==> config.mk <==
export PLATFORM = sky130hd
export DESIGN_NAME = spi_slave
export DESIGN_NICKNAME = d
export VERILOG_FILES = /design/src/rtl/dso_pkg.sv /design/src/rtl/spi_sync3.sv /design/src/rtl/spi_slave.sv
export SDC_FILE = /design/constraint.sdc
export NUM_CORES = 1
export LEC_CHECK = 0
export BUFFER_PORTS_ARGS = -buffer_cell sky130_fd_sc_hd__buf_4
export CORE_MARGIN = 1
export CORE_UTILIZATION = 46
export DETAILED_ROUTE_END_ITERATION = 8
export PLACE_DENSITY = 0.66
export SLEW_MARGIN = 40
export SYNTH_ARGS = -nofsm -noshare
export SYNTH_HDL_FRONTEND = slang
export SYNTH_SLANG_ARGS = --single-unit
export TNS_END_PERCENT = 1
==> constraint.sdc <==
create_clock -name clk -period 4.9 [get_ports clk]
set_input_delay 0.49 -clock clk [delete_from_list [all_inputs] [get_ports clk]]
set_output_delay 0.49 -clock clk [all_outputs]
set_load 0.1 [all_outputs]
==> src/rtl/dso_pkg.sv <==
// Shared constants and FSM state type for the SPI slave and its synchronizers.
package dso_pkg;

  localparam int FRAME_BITS  = 16;
  localparam int SYNC_STAGES = 2;
  localparam int CNT_W       = $clog2(FRAME_BITS) + 1;

  localparam logic [CNT_W-1:0] CNT_FULL = CNT_W'(FRAME_BITS);
  localparam logic [CNT_W-1:0] CNT_LAST = CNT_W'(FRAME_BITS - 1);

  typedef enum logic {
    ST_IDLE  = 1'b0,
    ST_SHIFT = 1'b1
  } state_e;

endpackage

==> src/rtl/spi_sync3.sv <==
// Two-flop synchronizer followed by one history flop for edge detection.
module spi_sync3
  import dso_pkg::*;
#(
  parameter logic RST_VAL = 1'b0
) (
  input  logic clk,
  input  logic rst_n,
  input  logic async_i,
  output logic sync_o,
  output logic rise_o,
  output logic fall_o
);

  logic [SYNC_STAGES:0] sync_q;
  logic [SYNC_STAGES:0] sync_d;

  always_comb begin
    sync_d = {sync_q[SYNC_STAGES-1:0], async_i};
  end

  always_ff @(posedge clk or negedge rst_n) begin
    if (!rst_n) begin
      sync_q <= {(SYNC_STAGES + 1){RST_VAL}};
    end else begin
      sync_q <= sync_d;
    end
  end

  // Top bit is the previous synchronized value.
  assign sync_o = sync_q[SYNC_STAGES-1];
  assign rise_o = sync_q[SYNC_STAGES-1] & ~sync_q[SYNC_STAGES];
  assign fall_o = ~sync_q[SYNC_STAGES-1] & sync_q[SYNC_STAGES];

endmodule

==> src/rtl/spi_slave.sv <==
// Mode-0 SPI slave: oversamples SS_n/SCLK/MOSI in the clk domain and exchanges
// 16-bit frames, presenting received words on cmd/rdy with a sticky overrun.
module spi_slave
  import dso_pkg::*;
(
  input  logic                  clk,
  input  logic                  rst_n,
  input  logic                  SS_n,
  input  logic                  SCLK,
  input  logic                  MOSI,
  output logic                  MISO,
  output logic                  MISO_oe,
  input  logic [FRAME_BITS-1:0] tx_data,
  input  logic                  wrt,
  output logic [FRAME_BITS-1:0] cmd,
  output logic                  rdy,
  input  logic                  clr_rdy,
  output logic                  ovr
);

  state_e                state_q, state_d;
  logic [CNT_W-1:0]      cnt_q, cnt_d;
  logic [FRAME_BITS-1:0] rx_shft_q, rx_shft_d;
  logic [FRAME_BITS-1:0] tx_shft_q, tx_shft_d;
  logic [FRAME_BITS-1:0] tx_buf_q, tx_buf_d;
  logic [FRAME_BITS-1:0] cmd_q, cmd_d;
  logic                  rdy_q, rdy_d;
  logic                  ovr_q, ovr_d;
  logic                  done_q, done_d;

  logic ss_rise, ss_fall;
  logic sclk_rise, sclk_fall;
  logic mosi_s;
  logic ss_sync_unused, sclk_sync_unused, mosi_rise_unused, mosi_fall_unused;

  logic start, frame_end, rx_en, tx_en;

  spi_sync3 #(.RST_VAL(1'b1)) u_sync_ss (
    .clk    (clk),
    .rst_n  (rst_n),
    .async_i(SS_n),
    .sync_o (ss_sync_unused),
    .rise_o (ss_rise),
    .fall_o (ss_fall)
  );

  spi_sync3 #(.RST_VAL(1'b0)) u_sync_sclk (
    .clk    (clk),
    .rst_n  (rst_n),
    .async_i(SCLK),
    .sync_o (sclk_sync_unused),
    .rise_o (sclk_rise),
    .fall_o (sclk_fall)
  );

  spi_sync3 #(.RST_VAL(1'b0)) u_sync_mosi (
    .clk    (clk),
    .rst_n  (rst_n),
    .async_i(MOSI),
    .sync_o (mosi_s),
    .rise_o (mosi_rise_unused),
    .fall_o (mosi_fall_unused)
  );

  always_ff @(posedge clk or negedge rst_n) begin
    if (!rst_n) begin
      state_q <= ST_IDLE;
    end else begin
      state_q <= state_d;
    end
  end

  always_comb begin
    state_d = state_q;
    case (state_q)
      ST_IDLE:  if (ss_fall) state_d = ST_SHIFT;
      ST_SHIFT: if (ss_rise) state_d = ST_IDLE;
      default:  state_d = ST_IDLE;
    endcase
  end

  // The counter saturating at FRAME_BITS is what makes extra SCLK rises inert.
  always_comb begin
    start     = 1'b0;
    frame_end = 1'b0;
    rx_en     = 1'b0;
    tx_en     = 1'b0;
    MISO      = 1'b0;
    MISO_oe   = 1'b0;
    case (state_q)
      ST_IDLE: begin
        start = ss_fall;
      end
      ST_SHIFT: begin
        MISO_oe   = 1'b1;
        MISO      = tx_shft_q[FRAME_BITS-1];
        frame_end = ss_rise;
        rx_en     = sclk_rise && (cnt_q < CNT_FULL);
        tx_en     = sclk_fall && (cnt_q != '0);
      end
      default: ;
    endcase
  end

  always_comb begin
    cnt_d = cnt_q;
    if (start || frame_end) begin
      cnt_d = '0;
    end else if (rx_en) begin
      cnt_d = cnt_q + 1'b1;
    end

    rx_shft_d = rx_en ? {rx_shft_q[FRAME_BITS-2:0], mosi_s} : rx_shft_q;

    tx_shft_d = tx_shft_q;
    if (start) begin
      tx_shft_d = tx_buf_q;
    end else if (tx_en) begin
      tx_shft_d = {tx_shft_q[FRAME_BITS-2:0], 1'b0};
    end

    // tx_shft is only reloaded at frame start, so a mid-frame wrt waits a frame.
    tx_buf_d = wrt ? tx_data : tx_buf_q;
    done_d   = rx_en && (cnt_q == CNT_LAST);
    cmd_d    = done_q ? rx_shft_q : cmd_q;

    rdy_d = rdy_q;
    if (done_q) begin
      rdy_d = 1'b1;
    end else if (clr_rdy) begin
      rdy_d = 1'b0;
    end

    ovr_d = ovr_q;
    if (clr_rdy) begin
      ovr_d = 1'b0;
    end else if (done_q && rdy_q) begin
      ovr_d = 1'b1;
    end
  end

  always_ff @(posedge clk or negedge rst_n) begin
    if (!rst_n) begin
      cnt_q     <= '0;
      rx_shft_q <= '0;
      tx_shft_q <= '0;
      tx_buf_q  <= '0;
      cmd_q     <= '0;
      rdy_q     <= 1'b0;
      ovr_q     <= 1'b0;
      done_q    <= 1'b0;
    end else begin
      cnt_q     <= cnt_d;
      rx_shft_q <= rx_shft_d;
      tx_shft_q <= tx_shft_d;
      tx_buf_q  <= tx_buf_d;
      cmd_q     <= cmd_d;
      rdy_q     <= rdy_d;
      ovr_q     <= ovr_d;
      done_q    <= done_d;
    end
  end

  assign cmd = cmd_q;
  assign rdy = rdy_q;
  assign ovr = ovr_q;

endmodule
==> impl_metrics.env, run 1 <==
export IMPL_outcome="completed"
export IMPL_syn_nets=291
export IMPL_setup_viol=0
export IMPL_cp_startpoint="cnt_q[0]"
export IMPL_clockRootBuffer="clkbuf_8"
export IMPL_io_buffer_count=42
export IMPL_synth_area_leaders="dfrtp_1 59%, mux2_2 11%, nand2_1 6.0%"
export IMPL_worstReg2RegStart="cnt_q[0]"
export IMPL_grt_usage=0.161
export IMPL_place_gp_congestion=0.790
export IMPL_synth_warnings=0
export IMPL_rrSetupSlack_ns=2.72
export IMPL_core_area_um2=6870
export IMPL_drc=0
export IMPL_place_hpwl_mm=3.50
export IMPL_fin_crit_ns=2.18
export IMPL_cts_tree="yes"
export IMPL_ir_drop_uv=193
export IMPL_worst_pin_slew_ns=0.779
export IMPL_period_share=0.444
export IMPL_finClkSkew_ns=0.0141
export IMPL_drtIter0Drc=95
export IMPL_grt_pass1_wl_mm=9.16
export IMPL_dieHeight_um=86.9
export IMPL_antenna_found_initial=0
export IMPL_synth_area_per_cell_um2=12.5
export IMPL_rsz0062_at_grt="no"
export IMPL_antenna_left=0
export IMPL_final_cells=404
export IMPL_synth_seq_cells=81
export IMPL_synth_top_area_cell="dfrtp_1"
export IMPL_crit_fanout=16
export IMPL_cts_sinks=81
export IMPL_htree_levels=3
export IMPL_drive_above_1_share=0.315
export IMPL_finalMaxSlewViolations=0
export IMPL_clkTransAtPathRegs_ns=0.08
export IMPL_required_ns=5.18
export IMPL_vias_per_cell=5.08
export IMPL_fmax_mhz=460
export IMPL_drt_pre_antenna_iters=4
export IMPL_power_density_nw_per_um2=399
export IMPL_final_hold_viol_count=0
export IMPL_overflow=0
export IMPL_grt_max_degree=82
export IMPL_postCtsSetupBuffers=0
export IMPL_clock_latency_ns=0.35
export IMPL_dieArea_um2=7540
export IMPL_netlist_instances=265
export IMPL_die_w_um=86.9
export IMPL_crit_type="flop to flop"
export IMPL_finalNetCount=329
export IMPL_initial_core_util=0.482
export IMPL_p_leak_nw=1.88
export IMPL_grt_pass1_vias=1925
export IMPL_endpoint_kind="flop"
export IMPL_placed_cells_incl_taps=388
export IMPL_seq_area_frac_synth=0.613
export IMPL_cts_buffers=9
export IMPL_worstHoldPathType="input pin to asynchronous set/reset pin"
export IMPL_io_pins=43
export IMPL_fin_setup_tns_ns=0
export IMPL_cts_resized=0
export IMPL_synth_top_area_share=0.589
export IMPL_std_cell_rows=30
export IMPL_antenna_cells=0
export IMPL_cap_violations=0
export IMPL_synth_area_um2=3310
export IMPL_ctsHoldBuffers=0
export IMPL_relSlewSlack=0.478
export IMPL_via_count=2051
export IMPL_wl_per_cell_um=13.5
export IMPL_start_kind="flop"
export IMPL_max_clock_path_buffers=2
export IMPL_area_growth_pct=18.0
export IMPL_worstPathArrival_ns=2.46
export IMPL_routed_wl_mm=5.44
export IMPL_ys_types=29
-- final timing paths --
| path | end | cells after the start |
|---|---|---|
| worst max-delay path | tx_shft_q[6] | 5 |
| worst min-delay path | cmd[3] | 1 |
| max in group asynchronous | tx_shft_q[10] | 1 |
| worst max register to register | tx_shft_q[6] | 5 |
| worst min register to register | u_sync_ss.sync_q[1] | 0 |
| min in group clk | u_sync_mosi.sync_q[0] | 1 |
-- sequential cells by signal, indices dropped and copies added (netlist names), 2 cells and up --
name and count:
cmd 16, cnt_q 5, u_sync_sclk.sync_q 3, u_sync_mosi.sync_q 2
u_sync_ss.sync_q 3, tx_shft_q 16, rx_shft_q 16, tx_buf_q 16
-- power by group --
part	leakage (nW)	switching [mW]	internal (mW)
Sequential	1.04	0.0568	0.757
Combinational	0.740	0.105	0.117
Clock	0.104	0.221	0.302
Total	1.88	0.383	1.18
-- placed cells by master (no fill, tap or decap), drive strengths merged, types with 2 or more instances in the layout --
cell,synthesis,final
dfrtp,78,78
ha,3,3
a21oi,5,5
and2,2,2
and2b,3,3
clkbuf,10,13
nor4b,16,16
inv,5,5
a221o,15,15
or3,3,3
bufinv,0,2
nand2,54,54
dfstp,3,3
nor2,2,2
mux2,32,32
buf,7,44
o21ai,4,4
nor2b,14,14
-- synth_stat cells, drive strengths merged --
cell type / number
a21oi: 5
nor2b: 14
a21o: 1
dfrtp: 78
and2: 2
inv: 5
a22o: 1
a221o: 15
nor4b: 16
nor4bb: 1
nand2b: 1
buf: 7
clkbuf: 10
nand2: 54
mux2: 32
o21ai: 4
nand3: 1
or3: 3
ha: 3
and3: 1
nand3b: 1
nand4bb: 1
nor2: 2
dfstp: 3
and2b: 3
nor3b: 1
-- layer usage --
| metal | vias up | track usage | wire length (um) |
|---|---|---|---|
| met3 | 10 | 0.0578 | 244 |
| met2 | 45 | 0.241 | 2530 |
| met5 | - | 0 | 0 |
| met1 | 995 | 0.215 | 2570 |
| li1 | 1001 | - | - |
| met4 | 0 | 0.0636 | 87 |
-- cell families (layout without fill, tap and decap cells) --
| kind of cell | Yosys count | after routing | share of synthesized area |
|---|---|---|---|
| flops | 81 | 81 | 0.613 |
| mux | 32 | 32 | 0.109 |
| fa+ha+maj | 3 | 3 | 0.0113 |
| compound gates | 26 | 26 | 0.0638 |
| buf+inv | 22 | 65 | 0.0314 |
| simple gates | 101 | 101 | 0.172 |
-- critical path, cell delays in order, from the launching register on --
cell	delay, ns
dfrtp_1	0.41
inv_1	0.09
ha_1	0.15
nor4b_4	0.64
or3_1	0.57
a221o_1	0.25
-- stage by stage --
stage | total power [mW] | area [um2] | hold slack, ns | setup slack, ns | util
floorplan | 0.981 | 3310 | 0.194 | 2.51 | -
global placement | 1.04 | 3680 | 0.346 | 2.63 | 0.536
detailed placement | 1.05 | 3690 | 0.340 | 2.59 | 0.537
CTS | 1.58 | 3900 | 0.180 | 2.56 | 0.568
global route | 1.64 | 3910 | 0.217 | 2.56 | 0.569
finish | 1.56 | 3910 | 0.167 | 2.72 | 0.569
-- area by class of cell --
type | count | area (um2)
clock buffer | 13 | 149
fill | 579 | 2960
timing repair buffer | 44 | 334
multi-input combinational | 162 | 1190
tap | 96 | 120
clock inverter | 3 | 67.6
inverter | 5 | 18.8
sequential | 81 | 2030
Power figures use the tool's default switching activity.
==> run 2: changes to the inputs <==
ABC_AREA = 1   (was default)
PLACE_DENSITY = 0.68   (was 0.66)
clock period = 1.8 ns   (was 4.9 ns; I/O delays follow)
==> impl_metrics.env, run 2 <==
export IMPL_p_leak_nw=2.02
export IMPL_core_area_um2=6940
export IMPL_final_util=0.576
export IMPL_seq_area_frac_synth=0.600
export IMPL_io_pins=43
export IMPL_crit_type="flop to flop"
export IMPL_dieHeight_um=87.8
export IMPL_io_buffer_count=42
export IMPL_drtIter0Drc=119
export IMPL_cts_buffers=9
export IMPL_area_growth_pct=18.2
export IMPL_outcome="completed"
export IMPL_finalNetCount=420
export IMPL_ir_drop_uv=506
export IMPL_dieArea_um2=7700
export IMPL_fmax_mhz=687
export IMPL_max_clock_path_buffers=2
export IMPL_drc=0
export IMPL_final_hold_viol_count=0
export IMPL_htree_levels=3
export IMPL_required_ns=2.04
export IMPL_cp_startpoint="u_sync_ss.sync_q[1]"
export IMPL_clkTransAtPathRegs_ns=0.09
export IMPL_synth_warnings=0
export IMPL_overflow=0
export IMPL_synth_most_common_cell="nand2_1"
export IMPL_antenna_left=0
export IMPL_worstReg2RegStart="u_sync_ss.sync_q[1]"
export IMPL_std_cell_rows=30
export IMPL_synth_top_area_share=0.577
export IMPL_setup_slack_ns=0.344
export IMPL_grt_usage=0.172
export IMPL_worstPathArrival_ns=1.70
export IMPL_netlist_instances=346
export IMPL_synth_area_leaders="dfrtp_1 58%, nand2_1 13%, mux2_2 5.3%"
export IMPL_antenna_cells=0
export IMPL_cts_sinks=81
export IMPL_start_kind="flop"
export IMPL_initial_core_util=0.487
export IMPL_setup_viol=0
export IMPL_wl_per_cell_um=11.6
export IMPL_synth_common_cells="113 x nand2_1, 78 x dfrtp_1, 31 x o21ai_0"
export IMPL_rsz0062_at_grt="no"
export IMPL_async_flop_share=1.00
export IMPL_power_density_nw_per_um2=1060
export IMPL_rrSetupSlack_ns=0.34
export IMPL_holdPathEnd="tx_buf_q[3]"
export IMPL_drive_above_1_share=0.233
export IMPL_final_cell_mix="113 x nand2_1, 77 x dfrtp_1, 49 x buf_4"
export IMPL_period_share=0.809
export IMPL_drt_pre_antenna_iters=4
export IMPL_routed_wl_mm=5.76
export IMPL_grt_pass1_wl_mm=10.1
export IMPL_crit_fanout=19
export IMPL_grt_max_degree=44
export IMPL_vias_per_cell=4.82
export IMPL_via_count=2384
export IMPL_nFillCells=609
export IMPL_reg2reg_depth=7
export IMPL_holdWs_ns=0.0535
export IMPL_final_cells=495
export IMPL_slowest_delay_ns=0.39
export IMPL_clockRootBuffer="clkbuf_8"
export IMPL_syn_nets=372
export IMPL_hold_start="tx_data[3]"
export IMPL_placed_cells_incl_taps=475
export IMPL_synth_seq_cells=81
export IMPL_place_hpwl_mm=3.97
export IMPL_synth_top_area_cell="dfrtp_1"
export IMPL_place_ws_ns=0.351
export IMPL_place_gp_congestion=0.785
export IMPL_relSlewSlack=0.622
export IMPL_clock_latency_ns=0.35
export IMPL_cts_tree="yes"
export IMPL_synth_area_per_cell_um2=9.78
export IMPL_synth_edf_count=0
export IMPL_holdPathStages=2
export IMPL_endpoint_kind="flop"
export IMPL_slowest_stage="dfstp_2"
export IMPL_worstPathCellList="inv_2, nand3_4, buf_4, nand2_1, nand2_1, nand2_1, nand2_1"
export IMPL_fin_crit_ns=1.46
export IMPL_layout_commonest_cell="nand2_1"
export IMPL_worst_pin_slew_ns=0.567
export IMPL_worstHoldPathType="input pin to flop"
export IMPL_cap_violations=0
export IMPL_die_w_um=87.8
export IMPL_synth_area_um2=3380
export IMPL_synth_flop_cell="dfrtp_1"
export IMPL_fin_setup_tns_ns=0
export IMPL_antenna_found_initial=0
export IMPL_ys_types=23
export IMPL_finalMaxSlewViolations=0
export IMPL_rr_endpoint="tx_shft_q[9]"
export IMPL_cts_resized=0
export IMPL_grt_pass1_vias=2200
export IMPL_cpMostUsedCell="nand2_1"
export IMPL_finClkSkew_ns=0.0103
run 2: cell count changes after synthesis, moves of 14 or more:
cell,change
nand3_1,+20
inv_1,+22
o21ai_0,+27
nor4b_1,-15
nor2b_1,-14
mux2_2,-16
nand2_1,+60
nand4_1,+16
a221o_1,-15
run 2: worst max-delay path, delay by kind of cell (launching register included):
family	cells	cell delay (ns)
flops	1	0.39
simple gates	5	0.46
buf+inv	2	0.48
run 2: worst max-delay path by stage:
stage          cells after the start  slack (ns)       endpoint
6_report                           7        0.34   tx_shft_q[9]
3_5_place_dp                       7        0.35  tx_shft_q[11]
3_3_place_gp                       7        0.39  tx_shft_q[13]
4_1_cts                            7        0.34   tx_shft_q[9]
5_1_grt                            7        0.22  tx_shft_q[15]
2_1_floorplan                      2        0.20           MISO
run 2: timing repair:
| action | in CTS | in global routing |
|---|---|---|
| endpoints found under the hold margin | 40 | 0 |
| setup buffers | 0 | 0 |
| hold buffers | 4 | 0 |
run 2: where the power goes:
group,switching [mW],total (mW),internal [mW]
registers,0.171,2.27,2.10
logic,0.433,0.727,0.294
clock network,0.703,1.23,0.524
run 2: final cells by class:
class	count	area [um2]	share of cell area
Inverter	29	109	0.0272
Clock inverter	7	61.3	0.0153
Tap cell	96	120	0.0300
Multi-Input combinational cell	219	1130	0.282
Sequential cell	81	2030	0.508
Timing Repair Buffer	54	428	0.107
Clock buffer	9	124	0.0310
run 2: cells by family after synthesis:
family                     Yosys count  share of synthesized area
xor gates and xnor gates             1                    0.00259
adders and majority gates            3                     0.0111
muxes                               16                     0.0532
DFF                                 81                      0.600
buffers and inverters               46                     0.0669
and+or+nand+nor                    162                      0.211
AOI/OAI and AO/OA                   37                     0.0547
run 2: metrics by stage:
stage	area [um2]	total power [mW]
6_report	4000	4.23
5_1_grt	4000	4.49
4_1_cts	4000	4.28
3_5_place_dp	3780	3.03
3_3_place_gp	3780	3.01
2_1_floorplan	3390	2.83
run 2: per-layer routing:
metal  GRT usage  wire length (um)
met4      0.0760                79
met2       0.263              2640
met3      0.0490               238
met1       0.231              2800
met5           0                 0
